<file path="src/rtl/v810_sysreg_exc.sv">
`default_nettype none
// ============================================================================
//  Module      : v810_sysreg_exc
//  Description : V810 system-register bank (EIPC/EIPSW/FEPC/FEPSW/ECR/PSW/
//                ADTRE, read-only PIR/TKCW, external CHCW) with a small FSM
//                sequencing normal, duplexed and fatal exception entry and
//                RETI restore.
//  Revision    : 1.0  initial release
// ============================================================================
// PSW layout: [3:0] Z/S/OV/CY, [9:4] FPR/FUD/FOV/FZD/FIV/FRO, [12] ID,
//             [13] AE, [14] EP, [15] NP, [19:16] I, all other bits read 0.
module v810_sysreg_exc #(
   parameter logic [31:0] PIR_VAL    = 32'h0000_5346,
   parameter logic [31:0] TKCW_VAL   = 32'h0000_00E0,
   parameter logic [31:0] PSW_RST    = 32'h0000_8000,
   parameter logic [31:0] ECR_RST    = 32'h0000_FFF0,
   parameter int          HAS_ADTRE  = 1,
   parameter int          INT_LEVELS = 16,
   localparam int         LVL_W      = (INT_LEVELS > 1) ? $clog2(INT_LEVELS) : 1
) (
   input  logic              CLK,
   input  logic              RESn,
   input  logic              CE,
   input  logic [4:0]        RA,
   output logic [31:0]       RD,
   input  logic [4:0]        WA,
   input  logic [31:0]       WD,
   input  logic              WE,
   output logic [31:0]       PSW,
   input  logic              EXC_REQ,
   input  logic [15:0]       EXC_CODE,
   input  logic [31:0]       EXC_PC,
   input  logic              EXC_IS_INT,
   input  logic [LVL_W-1:0]  EXC_LEVEL,
   output logic              EXC_ACK,
   output logic [1:0]        EXC_KIND,
   input  logic              RETI_REQ,
   output logic              RETI_ACK,
   output logic [31:0]       RETI_PC,
   output logic              HALTED,
   input  logic [31:0]       CHCW,
   output logic [31:0]       CHCW_WD,
   output logic              CHCW_WE
);

   // System-register selectors
   localparam logic [4:0] c_SRSEL_EIPC  = 5'd0;
   localparam logic [4:0] c_SRSEL_EIPSW = 5'd1;
   localparam logic [4:0] c_SRSEL_FEPC  = 5'd2;
   localparam logic [4:0] c_SRSEL_FEPSW = 5'd3;
   localparam logic [4:0] c_SRSEL_ECR   = 5'd4;
   localparam logic [4:0] c_SRSEL_PSW   = 5'd5;
   localparam logic [4:0] c_SRSEL_PIR   = 5'd6;
   localparam logic [4:0] c_SRSEL_TKCW  = 5'd7;
   localparam logic [4:0] c_SRSEL_CHCW  = 5'd24;
   localparam logic [4:0] c_SRSEL_ADTRE = 5'd25;

   // Implemented-bit masks
   localparam logic [31:0] c_PSW_MASK = 32'h000F_F3FF;
   localparam logic [31:0] c_PC_MASK  = 32'hFFFF_FFFE;

   // PSW bit positions
   localparam int c_ID = 12;
   localparam int c_AE = 13;
   localparam int c_EP = 14;
   localparam int c_NP = 15;

   // Entry kinds
   localparam logic [1:0] c_KIND_NORMAL = 2'd0;
   localparam logic [1:0] c_KIND_DUP    = 2'd1;
   localparam logic [1:0] c_KIND_FATAL  = 2'd2;

   // Highest reachable interrupt mask level (PSW.I is 4 bits wide)
   localparam logic [4:0] c_I_MAX = (INT_LEVELS > 16) ? 5'd15 : 5'(INT_LEVELS - 1);

   // FSM states
   localparam logic [2:0] c_ST_IDLE    = 3'd0;
   localparam logic [2:0] c_ST_SAVE    = 3'd1;
   localparam logic [2:0] c_ST_COMMIT  = 3'd2;
   localparam logic [2:0] c_ST_RESTORE = 3'd3;
   localparam logic [2:0] c_ST_HALT    = 3'd4;

   logic [2:0]        r_state;
   logic [31:0]       r_eipc;
   logic [31:0]       r_eipsw;
   logic [31:0]       r_fepc;
   logic [31:0]       r_fepsw;
   logic [31:0]       r_ecr;
   logic [31:0]       r_psw;
   logic [1:0]        r_kind;
   logic              r_is_int;
   logic [LVL_W-1:0]  r_level;
   logic              r_halt_acked;
   logic [31:0]       r_reti_pc;
   logic              r_reti_fe;
   logic [31:0]       w_adtre;

   logic              w_halt;
   logic              w_ldsr;
   logic [1:0]        w_save_kind;
   logic              w_save_norm;
   logic              w_save_dup;
   logic [4:0]        w_lvl_inc;
   logic [3:0]        w_new_i;
   logic [31:0]       w_psw_commit;

   assign w_halt      = (r_state == c_ST_HALT);
   // LDSR is live whenever the block is clocked and not halted
   assign w_ldsr      = CE & WE & ~w_halt;
   assign w_save_kind = r_psw[c_NP] ? c_KIND_FATAL :
                        r_psw[c_EP] ? c_KIND_DUP   : c_KIND_NORMAL;
   assign w_save_norm = (r_state == c_ST_SAVE) && (w_save_kind == c_KIND_NORMAL);
   assign w_save_dup  = (r_state == c_ST_SAVE) && (w_save_kind == c_KIND_DUP);

   // New mask level: one above the accepted interrupt, saturating at the top level
   assign w_lvl_inc = 5'(r_level) + 5'd1;
   assign w_new_i   = (w_lvl_inc > c_I_MAX) ? c_I_MAX[3:0] : w_lvl_inc[3:0];

   // PSW value written when an exception entry commits
   always_comb begin
      w_psw_commit = r_psw;
      if (r_kind == c_KIND_DUP) begin
         w_psw_commit[c_NP] = 1'b1;
      end else begin
         w_psw_commit[c_EP] = 1'b1;
      end
      w_psw_commit[c_ID] = 1'b1;
      w_psw_commit[c_AE] = 1'b0;
      if (r_is_int) begin
         w_psw_commit[19:16] = w_new_i;
      end
   end

   // Sequencer: entry/return FSM plus the values latched for later steps
   always_ff @(posedge CLK or negedge RESn) begin
      if (!RESn) begin
         r_state      <= c_ST_IDLE;
         r_kind       <= c_KIND_NORMAL;
         r_is_int     <= 1'b0;
         r_level      <= '0;
         r_halt_acked <= 1'b0;
         r_reti_pc    <= 32'h0;
         r_reti_fe    <= 1'b0;
      end else if (CE) begin
         case (r_state)
            c_ST_IDLE: begin
               if (EXC_REQ) begin
                  r_state <= c_ST_SAVE;
               end else if (RETI_REQ) begin
                  r_state   <= c_ST_RESTORE;
                  r_reti_fe <= r_psw[c_NP];
                  r_reti_pc <= r_psw[c_NP] ? r_fepc : r_eipc;
               end
            end
            c_ST_SAVE: begin
               r_kind   <= w_save_kind;
               r_is_int <= EXC_IS_INT;
               r_level  <= EXC_LEVEL;
               r_state  <= (w_save_kind == c_KIND_FATAL) ? c_ST_HALT : c_ST_COMMIT;
            end
            c_ST_COMMIT:  r_state <= c_ST_IDLE;
            c_ST_RESTORE: r_state <= c_ST_IDLE;
            c_ST_HALT:    r_halt_acked <= 1'b1;
            default:      r_state <= c_ST_IDLE;
         endcase
      end
   end

   // Exception save registers; an FSM save beats a same-cycle LDSR
   always_ff @(posedge CLK or negedge RESn) begin
      if (!RESn) begin
         r_eipc  <= 32'h0;
         r_eipsw <= 32'h0;
         r_fepc  <= 32'h0;
         r_fepsw <= 32'h0;
         r_ecr   <= ECR_RST;
      end else if (CE) begin
         if (w_save_norm) begin
            r_eipc  <= EXC_PC & c_PC_MASK;
            r_eipsw <= r_psw;
         end else begin
            if (w_ldsr && WA == c_SRSEL_EIPC)  r_eipc  <= WD & c_PC_MASK;
            if (w_ldsr && WA == c_SRSEL_EIPSW) r_eipsw <= WD & c_PSW_MASK;
         end
         if (w_save_dup) begin
            r_fepc  <= EXC_PC & c_PC_MASK;
            r_fepsw <= r_psw;
         end else begin
            if (w_ldsr && WA == c_SRSEL_FEPC)  r_fepc  <= WD & c_PC_MASK;
            if (w_ldsr && WA == c_SRSEL_FEPSW) r_fepsw <= WD & c_PSW_MASK;
         end
         if (w_save_norm) begin
            r_ecr[15:0] <= EXC_CODE;
         end else if (w_save_dup) begin
            r_ecr[31:16] <= EXC_CODE;
         end else if (w_ldsr && WA == c_SRSEL_ECR) begin
            r_ecr <= WD;
         end
      end
   end

   // PSW: entry commit and RETI restore take priority over LDSR
   always_ff @(posedge CLK or negedge RESn) begin
      if (!RESn) begin
         r_psw <= PSW_RST & c_PSW_MASK;
      end else if (CE) begin
         if (r_state == c_ST_COMMIT) begin
            r_psw <= w_psw_commit;
         end else if (r_state == c_ST_RESTORE) begin
            r_psw <= r_reti_fe ? r_fepsw : r_eipsw;
         end else if (w_ldsr && WA == c_SRSEL_PSW) begin
            r_psw <= WD & c_PSW_MASK;
         end
      end
   end

   generate
      if (HAS_ADTRE != 0) begin : g_adtre
         logic [31:0] r_adtre;
         // Address-trap register, LDSR-only
         always_ff @(posedge CLK or negedge RESn) begin
            if (!RESn) begin
               r_adtre <= 32'h0;
            end else if (w_ldsr && WA == c_SRSEL_ADTRE) begin
               r_adtre <= WD & c_PC_MASK;
            end
         end
         assign w_adtre = r_adtre;
      end else begin : g_no_adtre
         assign w_adtre = 32'h0;
      end
   endgenerate

   // STSR read mux: register state at cycle start, no bypass of pending writes
   always_comb begin
      RD = 32'h0;
      case (RA)
         c_SRSEL_EIPC:  RD = r_eipc;
         c_SRSEL_EIPSW: RD = r_eipsw;
         c_SRSEL_FEPC:  RD = r_fepc;
         c_SRSEL_FEPSW: RD = r_fepsw;
         c_SRSEL_ECR:   RD = r_ecr;
         c_SRSEL_PSW:   RD = r_psw;
         c_SRSEL_PIR:   RD = PIR_VAL;
         c_SRSEL_TKCW:  RD = TKCW_VAL;
         c_SRSEL_CHCW:  RD = CHCW;
         c_SRSEL_ADTRE: RD = w_adtre;
         default:       RD = 32'h0;
      endcase
   end

   assign PSW      = r_psw;
   assign EXC_ACK  = (r_state == c_ST_COMMIT) | (w_halt & ~r_halt_acked);
   assign EXC_KIND = r_kind;
   assign RETI_ACK = (r_state == c_ST_RESTORE);
   assign RETI_PC  = r_reti_pc;
   assign HALTED   = w_halt;
   assign CHCW_WD  = WD;
   assign CHCW_WE  = w_ldsr & (WA == c_SRSEL_CHCW);

endmodule
`default_nettype wire
</file>
<file path="config.mk">
export PLATFORM = sky130hd
export DESIGN_NAME = v810_sysreg_exc
export DESIGN_NICKNAME = d
export VERILOG_FILES = /design/src/rtl/v810_sysreg_exc.sv
export SDC_FILE = /design/constraint.sdc
export NUM_CORES = 1
export LEC_CHECK = 0
export ABC_CLOCK_PERIOD_IN_PS = 3100
export BUFFER_PORTS_ARGS = -buffer_cell sky130_fd_sc_hd__clkbuf_2
export CAP_MARGIN = 5
export CORE_MARGIN = 2
export CORE_UTILIZATION = 46
export CTS_CLUSTER_DIAMETER = 120
export CTS_CLUSTER_SIZE = 24
export DETAILED_ROUTE_END_ITERATION = 16
export PLACE_DENSITY = 0.64
export SYNTH_ARGS = -nofsm -noshare
export SYNTH_HDL_FRONTEND = slang
export SYNTH_SLANG_ARGS = --single-unit
</file>
<file path="constraint.sdc">
create_clock -name CLK -period 3.1 [get_ports CLK]
set_clock_uncertainty 0.2 [all_clocks]
set_input_delay 0.31 -clock CLK [delete_from_list [all_inputs] [get_ports CLK]]
set_output_delay 0.31 -clock CLK [all_outputs]
set_load 0.02 [all_outputs]
</file>
Yosys cells after proc, flatten, opt, wreduce, memory -nomap -nowiden
Cells that the tools add are included.
{"block": "word_totals", "elab_cells": 123, "reg_bits": 267, "inputBits": 133}
{"block": "classes", "n_bitwise": 10, "eq_ne": 28, "n_addsub": 1, "reduce_logical": 36, "magnitude_cmp": 1, "mux": 28}
{"cell": "$mux W32", "count": 13}
{"cell": "$pmux W32 S10", "count": 1}
{"cell": "$mux W16", "count": 3}
{"cell": "$eq A5 B3 Y1 const B", "count": 6}
{"cell": "$reduce_and A3 Y1", "count": 7}
{"cell": "$eq A5 B2 Y1 const B", "count": 4}
{"cell": "$eq A5 B5 Y1 const B", "count": 4}
{"cell": "$mux W20", "count": 1}
{"cell": "$reduce_and A2 Y1", "count": 7}
{"cell": "$reduce_bool A2 Y1", "count": 7}
{"cell": "$eq A5 B1 Y1 const B", "count": 2}
{"cell": "$logic_not A5 Y1", "count": 2}
{"cell": "$logic_and A1 B1 Y1", "count": 9}
{"cell": "$mux W3", "count": 3}
{"cell": "$pmux W3 S3", "count": 1}
{"cell": "$mux W4", "count": 2}
{"cell": "$ne A2 B2 Y1 const B", "count": 4}
{"cell": "$eq A3 B2 Y1 const B", "count": 2}
{"cell": "$add A4 B1 Y5 const B", "count": 1}
{"cell": "$gt A5 B4 Y1 const B", "count": 1}
{"cell": "$not A1 Y1", "count": 5}
{"cell": "$and A1 B1 Y1", "count": 4}
{"cell": "$eq A2 B1 Y1 const B", "count": 2}
{"cell": "$reduce_and A4 Y1", "count": 1}
{"cell": "other kinds (10)", "count": 12}

Depth between registers and ports, before layout
Gate-level depths: netlist (run 1).
{"block": "depth", "ltp_word": 7, "ltp_mapped": 8, "ltp_nobuf": 5}

Worst setup path after synthesis (run 1)
Ideal clock, no wire load.
{"block": "synth_timing", "path_kind": "flip-flop to output port", "from": "reg r_psw[14], in the netlist PSW[14]", "to": "out RD[14]", "stages_incl_launch_ff": 8, "arrival_ps": 1768, "path_slack_ps": 822, "cell_sequence": "dfrtp_1 buf_2 inv_1 buf_2 clkbuf_1 nor3_1 o21ai_0 nand3_1"}
{"block": "synth_via", "elab_chain_cells": 1}
{"element": "from (decl)", "line_no": "89", "text": "logic [31:0] r_psw;"}
{"element": "from (signal assigned)", "line_no": "205", "text": "r_psw <= PSW_RST & c_PSW_MASK;"}
{"element": "from (signal assigned)", "line_no": "208", "text": "r_psw <= w_psw_commit;"}
{"element": "from (signal assigned)", "line_no": "210", "text": "r_psw <= r_reti_fe ? r_fepsw : r_eipsw;"}
{"element": "$pmux W32 S10", "line_no": "237", "text": "case (RA)"}
{"element": "to (decl)", "line_no": "25", "text": "output logic [31:0] RD,"}
No other way between the ends.

Final worst setup path (run 1)
{"block": "layout_timing", "from": "reg r_psw[15], in the netlist PSW[15]", "to": "out RD[15]"}
The elaborated chain is that of the path after synthesis.

==> results of run 1 <==
[metal layers]
| layer | routed length (um) | vias to the layer above | global-route usage, % | part of all wire, % |
|---|---|---|---|---|
| met1 | 22500 | 6757 | 43.6 | 41 |
| li1 | - | 5912 | - | - |
| met5 | 0 | - | 0 | 0 |
| met4 | 2260 | 0 | 13.6 | 4.1 |
| met3 | 4980 | 130 | 5.33 | 9.1 |
| met2 | 25000 | 802 | 49.4 | 46 |
[power groups by stage]
| stage | Combinational (mW) | Sequential (mW) | Clock [mW] |
|---|---|---|---|
| finish | 4.66 | 5.66 | 2.12 |
| global route | 5.00 | 5.78 | 2.27 |
| CTS | 4.62 | 5.62 | 2.14 |
| detailed placement | 4.54 | 5.69 | 0 |
| global placement | 4.45 | 5.64 | 0 |
| floorplan | 2.99 | 5.60 | 0 |
[logic make-up (layout without fill, tap and decap cells)]
logic type	Yosys count	after routing	share of synthesized area, %
compound gates	354	354	16.3
mux	245	245	17.8
buf+inv	189	440	6.67
other cells	1	1	0.0250
flops	264	264	44.1
simple gates	416	416	14.8
fa+ha+maj	2	2	0.167
[worst paths after layout]
| check | start | end | slack (ns) | cells past startpoint |
|---|---|---|---|---|
| setup / recovery | PSW[15] | RD[15] | 0.06 | 4 |
| hold / removal | EXC_PC[16] | r_fepc[16] | 0.004 | 4 |
| setup reg to reg | r_state[0] | r_ecr[9] | 0.14 | 4 |
| hold reg to reg | r_halt_acked | r_halt_acked | 0.26 | 1 |
| max in group asynchronous | RESn | PSW[15] | 1.58 | 3 |
| min in group asynchronous | RESn | RETI_PC[1] | 0.16 | 2 |
[registers in the layout, indices dropped and copies added (netlist names)]
register / flops
EXC_KIND: 2
PSW: 32
RETI_PC: 31
g_adtre.r_adtre: 31
r_ecr: 32
r_eipc: 31
r_eipsw: 32
r_fepc: 31
r_fepsw: 32
r_halt_acked: 1
r_is_int: 1
r_level: 4
r_reti_fe: 1
r_state: 3
[through the flow]
| stage | power (mW) | setup WS [ns] |
|---|---|---|
| after floorplan | 8.59 | 0.822 |
| after global routing | 13.0 | 0.00339 |
| after CTS | 12.4 | 0.0899 |
| final | 12.4 | 0.0599 |
| after global placement | 10.1 | 0.280 |
| after detailed placement | 10.2 | 0.201 |
[cell usage in the layout, fill, tap and decap left out, types with 16 or more instances in the layout]
cell type	n
a311oi_1	18
nor3_1	35
clkbuf_2	263
o22ai_1	34
buf_4	53
a2111oi_0	25
a22oi_1	62
o21ai_0	112
a211oi_1	23
nand2b_1	21
mux2i_1	64
nor2_1	38
mux2_2	165
nand2_1	113
and3_1	77
dlygate4sd3_1	61
inv_1	27
dfrtp_1	250
nand3_1	77
a31oi_1	18
mux2_1	16
[layout make-up]
class                           instances  area, um^2
Fill cell                            3000       14700
Sequential cell                       264        6620
Clock buffer                           24         409
Multi-Input combinational cell       1018        7420
Tap cell                              442         553
Timing Repair Buffer                  388        2540
Inverter                               28         105
[worst max-delay path, stage by stage, from the launching register on]
cell and delay, ns:
dfstp_2 0.69, buf_4 0.73, a22oi_1 0.21, nand3_1 0.17, clkbuf_2 0.18
==> summary.md, run 1 <==
| Metric | Value |
|---|---|
| Synth warnings | `0` |
| Final WL | `54,800 um` |
| Clk_lat worst skew | `0.52 ns` |
| Core area | `32,400 um^2` |
| First DRT Iteration DRCs | `1,483` |
| # port buffers | `264` |
| Setup TNS | `0 ns` |
| WS Path Type | `flip-flop to output port` |
| Longest Clk Path Bufs | `3` |
| Combinational Power Share | `37.5%` |
| Count leader, synth | `dfrtp_1` |
| Seq pwr share | `45.5%` |
| Min Tclk post-route | `3.04 ns` |
| Pint | `7.51 mW` |
| Final period utilization | `98.1%` |
| Seq cells post-synth | `264` |
| Starting Density | `46.4%` |
| Post-layout util | `54.5%` |
| DRT antenna net count | `0` |
| Fmax | `329 MHz` |
| CTS buffer count | `14` |
| RSZ-0062 raised after global routing | `no` |
| I/O Pins | `267` |
| Antenna Cells | `0` |
| Top_reg_cell synth | `dfrtp_1` |
| Post-cts sizing count | `0` |
| Number of global-route vias before repair | `13.1k` |
| PwrDens | `705 nW/um^2` |
| H-tree Lvls | `1` |
| Leading area contributor after synthesis | `dfrtp_1` |
| Slew HR | `17.7%` |
| Worst Tran Pin Value | `1.23 ns` |
| Final nets | `1,849` |
| Non-Filler Instances | `2,164` |
| CP startpoint kind | `flip-flop` |
| Post-CTS setup buffer count | `0` |
| Die X | `185 um` |
| Top cells by area, synth | `dfrtp_1, mux2_2, mux2i_1` |
| CTS Hold Bufs | `61` |
| Placer congestion estimate | `0.881` |
| Row cnt | `66` |
| Initial antenna violation count | `0` |
| Synth top cells by count | `dfrtp_1, mux2_2, nand2_1` |
| VDD IR max | `449 uV` |
| Switching Share | `39.7%` |
| CTS Root Cell | `clkbuf_16` |
| Final hold vios | `0` |
| Hold WC Path Type | `input pin to flip-flop` |
| Mapped Cells | `1,471` |
| CTS tree | `yes` |
| Worst Setup End Kind | `output port` |
| Max cap viols | `0` |
| Via density | `6.29` |
| Wire length per cell | `25.3 um` |
| Cell area after synthesis | `15,000 um^2` |
| Final HPWL DP | `36,500 um` |
| EDFF count, synth | `0` |
| Async SR Flop Fraction | `100%` |
| Design area | `17,700 um^2` |
| Area after DPL | `16,600 um^2` |
| Net count after synthesis | `1,606` |
| Gr usage total | `31.7%` |
| Hold_ws | `0.00434 ns` |
| Final setup fails | `0` |
| Worst EP arrival | `2.53 ns` |
| Worst Path Required | `2.59 ns` |
| Share of cells above drive strength 1 | `32.6%` |
| Clock sinks | `264` |
| Synth Area per Inst | `10.2 um^2` |
| Drt drc | `0` |
| Leakage | `8.24 nW` |
| Pin count of the biggest net entering global routing | `82` |
| Status | `completed` |
| Cell variety after synth | `70` |
| Area grow syn2layout | `17.6%` |
| Clock slew at reported path FFs | `0.10 ns` |
| Die Ht | `185 um` |
| GRT Residual Overflow | `0` |
| NetSw | `4.93 mW` |
| Vias | `13.6k` |
| Full die area | `34,100 um^2` |
| Pins Over Slew Limit | `0` |
| Dpl cells | `2,079` |
| Wire length of the first global-routing pass | `80,900 um` |
| CP max FO | `37` |
| Yosys top cell area share | `41.8%` |
| Sequential area share after synthesis | `44.1%` |
| Clock Power Share | `17.0%` |
| DR pass1 iterations | `5` |
No activity file was read; power rests on OpenSTA's default activity.
==> run 2, diff against run 1 <==
- CORE_UTILIZATION: 46 -> 45
- GPL_TIMING_DRIVEN: unset -> 0
==> run 2 against run 1 <==
The flow now finishes with violations (setup timing). First-iteration DRC count grew 29%. Via count increased by 6.0%. Non-clock buffer count rose by 101. Critical endpoint is now RD[14]. Worst hold slack worse by 0.0042 ns. Clock-buffer cell count is the same. Worst setup slack got worse by 0.094 ns. Flip-flop and latch count stayed put. Combinational power up 9.4%. Critical path depth rose by 4. Clock power is 2% higher. Fmax shrank 3.0%.
==> summary.md, run 2 (same netlist as run 1, synthesis figures left out) <==
| Metric | Value |
|---|---|
| Share of cells above drive strength 1 | `33.3% (was 32.6%)` |
| Seq pwr share | `43.7% (was 45.5%)` |
| Core area | `32,700 um^2 (was 32,400 um^2)` |
| Clock sinks | `264 (unchanged)` |
| Antenna Cells | `0 (unchanged)` |
| # port buffers | `263 (was 264)` |
| Most frequent cells in the layout | `clkbuf_2, dfrtp_1, mux2_2 (unchanged)` |
| Final Total Pwr | `12.9 mW (was 12.4 mW)` |
| H-tree Lvls | `1 (unchanged)` |
| CTS Root Cell | `clkbuf_16 (unchanged)` |
| Min Tclk post-route | `3.13 ns (was 3.04 ns)` |
| Worst Setup End Kind | `output port (unchanged)` |
| VDD IR max | `578 uV (was 449 uV)` |
| Final WL | `65,200 um (was 54,800 um)` |
| Leakage | `8.50 nW (was 8.24 nW)` |
| Status | `finished, violations left (was completed)` |
| CP Capture Point | `RD[14] (was RD[15])` |
| Hold_ws | `0.000140 ns (was 0.00434 ns)` |
| CP startpoint kind | `input pin (was flip-flop)` |
| Area grow syn2layout | `20.3% (was 17.6%)` |
| PwrDens | `713 nW/um^2 (was 705 nW/um^2)` |
| Most common cell after layout, fill and taps aside | `clkbuf_2 (unchanged)` |
| Reg2reg start | `r_state[1] (was r_state[0])` |
| Wire length per cell | `28.8 um (was 25.3 um)` |
| Pint | `7.60 mW (was 7.51 mW)` |
| Via density | `6.37 (was 6.29)` |
| Fmax | `319 MHz (was 329 MHz)` |
| GRT Residual Overflow | `0 (unchanged)` |
| Full die area | `34,800 um^2 (was 34,100 um^2)` |
| Drt drc | `0 (unchanged)` |
| Clk_lat worst skew | `0.51 ns (was 0.52 ns)` |
| NetSw | `5.28 mW (was 4.93 mW)` |
| First DRT Iteration DRCs | `1,911 (was 1,483)` |
| Worst Path Required | `2.59 ns (about the same)` |
| Clock slew at reported path FFs | `0.12 ns (was 0.10 ns)` |
| Final hold vios | `0 (unchanged)` |
| Switching Share | `41.0% (was 39.7%)` |
| Setup ws final | `-0.0342 ns (was 0.0599 ns)` |
| Clock Power Share | `16.7% (was 17.0%)` |
| Wire length of the first global-routing pass | `93,900 um (was 80,900 um)` |
| Gr usage total | `36.3% (was 31.7%)` |
| Worst Tran Pin Value | `1.09 ns (was 1.23 ns)` |
| Max cap viols | `0 (unchanged)` |
| Initial antenna violation count | `0 (unchanged)` |
| Pins Over Slew Limit | `0 (unchanged)` |
| Final setup fails | `1 (was 0)` |
| CTS buffer count | `14 (unchanged)` |
| Vias | `14.4k (was 13.6k)` |
| Non-Filler Instances | `2,265 (was 2,164)` |
| Placer congestion estimate | `0.992 (was 0.881)` |
| Dpl cells | `2,180 (was 2,079)` |
| Combinational Power Share | `39.6% (was 37.5%)` |
| Die Ht | `187 um (was 185 um)` |
| Crit path from | `RA[0] (was PSW[15])` |
| RSZ-0062 raised after global routing | `no (unchanged)` |
| Final HPWL DP | `47,000 um (was 36,500 um)` |
| Longest Clk Path Bufs | `3 (unchanged)` |
| Final period utilization | `101% (was 98.1%)` |
| Failing checks | `setup timing` |
| Pin count of the biggest net entering global routing | `108 (was 82)` |
| Setup slack, reg-to-reg | `0.09 ns (was 0.14 ns)` |
| Die X | `187 um (was 185 um)` |
| Row cnt | `66 (unchanged)` |
| Starting Density | `45.9% (was 46.4%)` |
| WS Path Type | `input pin to output port (was flip-flop to output port)` |
| DRT antenna net count | `0 (unchanged)` |
| Worst EP arrival | `2.62 ns (was 2.53 ns)` |
| CP max FO | `10 (was 37)` |
| Final nets | `1,950 (was 1,849)` |
| Hold WC Path Type | `input pin to flip-flop (unchanged)` |
| R2R depth | `6 (was 4)` |
| Number of global-route vias before repair | `13.7k (was 13.1k)` |
| Slew HR | `27.3% (was 17.7%)` |
| I/O Pins | `267 (unchanged)` |
| Reg2reg end | `r_eipc[2] (was r_ecr[9])` |
| CTS tree | `yes (unchanged)` |
| DR pass1 iterations | `8 (was 5)` |
run 2: final cells by class:
type,count,area (um^2)
buffer,158,907
fill,3019,14600
tap,442,553
timing repair buffer,331,2030
clock buffer,24,409
inverter,28,105
sequential,264,6620
multi-input combinational,1018,7430
run 2: repair_timing:
| item | CTS | global route |
|---|---|---|
| hold endpoints to repair | 159 | 0 |
| setup endpoints to repair | 32 | 10 |
| hold buffers | 61 | 0 |
| setup buffers | 0 | 3 |
| pin swaps | 0 | 1 |
| gates resized for setup | 23 | 9 |
run 2: how the worst min path moves through the flow:
| stage | slack, ns | start | cells after the start | to |
|---|---|---|---|---|
| floorplan | -0.19 | RESn | 0 | EXC_KIND[0] |
| global placement | 0.24 | r_halt_acked | 1 | r_halt_acked |
| detailed placement | 0.16 | RESn | 1 | RETI_PC[3] |
| CTS | 0.004 | EXC_PC[3] | 4 | r_eipc[3] |
| global route | 0.01 | WD[12] | 3 | r_fepsw[12] |
| finish | 0.0001 | WD[12] | 3 | r_fepsw[12] |
run 2: metrics by stage:
stage,utilization (%),area [um^2],worst slack (ns),setup TNS [ns]
final,55.2,18100,-0.0342,-0.0342
after floorplan,-,15000,0.822,0
after global routing,55.2,18100,0.000492,0
after detailed placement,51.9,17000,-0.780,-18.29
after CTS,55.1,18000,0.00999,0
after global placement,51.6,16900,-4.31,-1123.27
run 2: power by group through the flow:
| stage | Combinational, mW | Clock [mW] | Sequential, mW |
|---|---|---|---|
| after detailed placement | 4.95 | 0 | 5.66 |
| after global routing | 5.38 | 2.27 | 5.74 |
| final | 5.10 | 2.16 | 5.63 |
| after CTS | 5.00 | 2.16 | 5.58 |
| after global placement | 4.84 | 0 | 5.63 |
| after floorplan | 2.99 | 0 | 5.60 |
run 2: worst max-delay path: stages:
cell	delay, ns
clkbuf_2	0.22
nor2b_1	0.29
clkbuf_2	0.39
and2_1	0.21
buf_2	0.46
a22oi_1	0.32
nand3_1	0.21
clkbuf_2	0.19
run 2: routing by layer:
layer  global-route usage (%)  vias to the layer above  wire length (um)
li1                         -                     6104                 -
met1                     49.2                     7084             25600
met2                     54.7                     1034             28500
met3                     8.54                      196              7360
met4                     17.9                        0              3700
met5                        0                        -                 0
